<file path="config.mk">
export PLATFORM = sky130hd
export DESIGN_NAME = decrementor_nb
export DESIGN_NICKNAME = d
export VERILOG_FILES = /design/src/rtl/decrementor_nb.sv
export SDC_FILE = /design/constraint.sdc
export NUM_CORES = 1
export LEC_CHECK = 0
export CORE_MARGIN = 10
export CORE_UTILIZATION = 40
export CTS_BUF_LIST = sky130_fd_sc_hd__clkbuf_16
export CTS_CLUSTER_DIAMETER = 200
export DETAILED_ROUTE_END_ITERATION = 7
export PLACE_DENSITY_LB_ADDON = 0.25
export SETUP_SLACK_MARGIN = 0.1
export SYNTH_ARGS = -nofsm -noshare
export SYNTH_HDL_FRONTEND = slang
export SYNTH_SLANG_ARGS = --single-unit
export TNS_END_PERCENT = 50
</file>
<file path="constraint.sdc">
create_clock -name clk -period 2.2 [get_ports clk]
set_input_delay 0.44 -clock clk [delete_from_list [all_inputs] [get_ports clk]]
set_output_delay 0.44 -clock clk [all_outputs]
set_load 0.005 [all_outputs]
</file>
<file path="src/rtl/decrementor_nb.sv">
// Registered N-bit decrement unit with programmable step and selectable
// underflow handling (wrap, saturate, reload, hold), for loop/delay counting.
module decrementor_nb #(
  parameter int WIDTH  = 8,
  parameter int STEP_W = 4
) (
  input  logic              clk,
  input  logic              rst_n,
  input  logic              load,
  input  logic [WIDTH-1:0]  load_val,
  input  logic              en,
  input  logic [STEP_W-1:0] step,
  input  logic [1:0]        mode,
  output logic [WIDTH-1:0]  out,
  output logic              cout,
  output logic              uflow,
  output logic              zero
);

  typedef enum logic [1:0] {
    MODE_WRAP   = 2'b00,
    MODE_SAT    = 2'b01,
    MODE_RELOAD = 2'b10,
    MODE_HOLD   = 2'b11
  } mode_e;

  mode_e            mode_sel;
  logic [WIDTH-1:0] reload_q;
  logic [WIDTH:0]   step_ext;
  logic [WIDTH:0]   diff;
  logic             borrow;

  logic [WIDTH-1:0] out_d;
  logic [WIDTH-1:0] reload_d;
  logic             cout_d;
  logic             uflow_d;

  assign mode_sel = mode_e'(mode);

  // One guard bit above the count; the top bit of the difference is the borrow.
  assign step_ext = {{(WIDTH + 1 - STEP_W){1'b0}}, step};
  assign diff     = {1'b0, out} - step_ext;
  assign borrow   = diff[WIDTH];

  always_comb begin
    // NOTE: every output of this block gets a default first, so no path can
    // leave one unassigned and infer a latch.
    out_d    = out;
    reload_d = reload_q;
    cout_d   = cout;
    uflow_d  = uflow;

    if (load) begin
      out_d    = load_val;
      reload_d = load_val;
      cout_d   = 1'b0;
      uflow_d  = 1'b0;
    end else if (mode_sel != MODE_HOLD) begin
      if (!en) begin
        cout_d = 1'b0;
      end else if (!borrow) begin
        out_d  = diff[WIDTH-1:0];
        cout_d = 1'b0;
      end else begin
        cout_d  = 1'b1;
        uflow_d = 1'b1;
        case (mode_sel)
          MODE_WRAP:   out_d = diff[WIDTH-1:0];
          MODE_SAT:    out_d = '0;
          MODE_RELOAD: out_d = reload_q;
          default:     out_d = out;
        endcase
      end
    end
  end

  // NOTE: state registers use non-blocking assignments so every flop samples
  // the pre-edge values, independent of statement order.
  always_ff @(posedge clk or negedge rst_n) begin
    if (!rst_n) begin
      out      <= '0;
      reload_q <= '0;
      cout     <= 1'b0;
      uflow    <= 1'b0;
    end else begin
      out      <= out_d;
      reload_q <= reload_d;
      cout     <= cout_d;
      uflow    <= uflow_d;
    end
  end

  assign zero = (out == '0);

endmodule

</file>
==> out/metrics.cfg <==
[critical_path]
crit_end=out[3]
r2r_slack_ps=190
r2r-end=out[1]
start_kind=primary input
endpoint_kind=flip-flop
critPathKind=primary input to flip-flop
path_max_fanout=6
r2r-start=out[0]
required_ps=2380
worstPathArrival_ps=2220
crit_start=step[2]
r2r_cells=10

[sta]
period_share_pct=92.6
setup_violations=0
period_needed_ps=2040
worst-slew-pin-transition_ps=323
fmax_mhz=491
slew_headroom_pct=78.3
report.final.slew_viol_count=0
finalClockSkew_ps=1.25
hold_slack_ps=507
rsz0062_at_grt=true
hold_viol=0

[cells_and_area]
final_nets=205
n_fill_cell=235
antenna_cells=0
drive_gt1_share_pct=33.1
design_area_um2=1860
syn_to_final_growth_pct=59.2

[pwr]
pwr_density_cell_nw_per_um2=882
vdd_drop_max_mv=0.662
p_leak_nw=0.825

[placed_design]
dp_hpwl_mm=2.52
dpl_cell_area_um2=1630
gp_congestion=0.886
io_buffers=28

[detailed_routing]
drc_errors=0
wl_mm=3.51
ant_nets=0
drt_pass1_iterations=4
wl_per_cell_um=16.8
vias=1170
drtIter0Drc=83
drt-vias-per-instance=5.60

[floorplanning]
die_w_um=74.0
dieArea_um2=5480
fp.coreArea_um2=2780
fp.dieH_um=74.0
floorplan.initialDensity_pct=42.0
io_pins=29
num_rows=19

[clock_tree]
path_clk_slew_ps=50
cts_htree_levels=1
holdBufCountCts=0
cts_tree=built
cts.path.max_buffers=2
clk-insertion-delay-late_ps=250
cts_sinks=18
cts-buffers-inserted=3
cts.root.buffer_cell=clkbuf_16

[worst_hold_path]
hp-class=flip-flop to flip-flop

[synthesis]
synth_most_common_cell=dfrtp_1
synth_top_area_share_pct=38.6
ys_types=41
synth_seq_cells=18
syn_area_per_cell_um2=9.49
syn_nets=149
ys.flop_type=dfrtp_1
syn-cell-area_um2=1170
synth_area_leaders=dfrtp_1 39%, ha_1 7.5%, mux2_2 5.8%, a21oi_1 4.7%, inv_1 3.9%
synthCells=123
synth_largest_area_cell=dfrtp_1
synthArstFlopShare_pct=100
synth_edf_count=0
ys_warn_count=0
yosys-top-cells-count=18 x dfrtp_1, 12 x inv_1, 11 x a21oi_1
seq_area_frac_synth_pct=38.6

[global_routing]
grt_pass1_vias=1159
grt_pass1_wl_mm=5.64
grt_max_degree=31
overflow=0
antenna_found_initial=0
grt_usage_pct=13.1

[status]
outcome=finished clean

[run]
maxCapViolations=0

[placed cells by master (no fill, tap or decap), types with 4 or more instances in the layout]
cell type,count
clkdlybuf4s50_1,22
buf_4,22
dfrtp_1,17
a21oi_1,10
nor2_1,9
nand2_1,9
inv_1,6
inv_2,6
mux2_2,6
o21ai_0,5
nor3_1,4
ha_4,4
[metal layers]
metal	share of wire [%]	wire (um)	global-route usage [%]	up-vias
met2	49	1730	22.3	32
met4	2.2	76	5.59	0
met3	6.2	217	3.86	6
met1	42	1480	15.0	561
met5	0	0	0	-
li1	-	-	-	571
[power breakdown]
part           total [mW]  switching [mW]  internal, mW
Clock               0.368           0.126         0.242
Combinational       0.807           0.355         0.452
Sequential          0.464          0.0675         0.396
Total                1.64           0.549          1.09
[registers in the layout (all words and copies together), names as in the netlist]
register / cells
reload_q: 8
cout: 1
out: 8
uflow: 1
[critical path, stage by stage]
cell and delay (ps):
clkdlybuf4s50_1 450, inv_1 60, ha_4 290, nand3_4 90, nand4_1 120, buf_6 130, buf_4 110, nand2b_1 60
or3_1 320, a21oi_1 120
[final cells by class]
cell class / count / area [um^2] / share of cell area [%]
Clock buffer: 3 / 75.1 / 4.04
Clock inverter: 1 / 3.75 / 0.202
Inverter: 12 / 45.0 / 2.42
Multi-Input combinational cell: 90 / 748 / 40.3
Sequential cell: 18 / 452 / 24.3
Tap cell: 31 / 38.8 / 2.09
Timing Repair Buffer: 54 / 495 / 26.7
[cell families after synthesis]
kind of cell    after synthesis  synth area share (%)
buf+inv                      15                  5.47
flops                        18                  38.6
mux                           7                  6.64
fa+ha+maj                     8                  9.22
compound gates               36                  22.1
xor+xnor                      1                 0.750
simple gates                 38                  17.3
[timing repair]
item | CTS | global route
pin swaps | 10 | 12
gates resized for setup | 23 | 14
buffers inserted | 4 | 2
endpoints found under the setup margin | 11 | 8
[worst min-delay path by stage]
stage | slack, ps | from | end | depth (start not counted)
after floorplan | 140 | rst_n | cout | 0
after global placement | 490 | reload_q[5] | reload_q[5] | 1
after detailed placement | 500 | reload_q[3] | reload_q[3] | 1
after CTS | 510 | reload_q[3] | reload_q[3] | 1
after global routing | 540 | reload_q[1] | reload_q[1] | 1
final | 510 | reload_q[3] | reload_q[3] | 1
[through the flow]
stage / instances / utilization (%) / setup slack, ps / power (mW) / TNS [ps]
after floorplan: 123 / - / 106 / 0.784 / 0
after global placement: 199 / 58.6 / -376 / 1.12 / -3030
after detailed placement: 199 / 58.6 / -405 / 1.13 / -3370
after CTS: 207 / 65.1 / 66.5 / 1.59 / 0
after global routing: 209 / 66.8 / 60.0 / 1.75 / 0
final: 209 / 66.8 / 162 / 1.64 / 0
(Power assumes the default switching activity.)
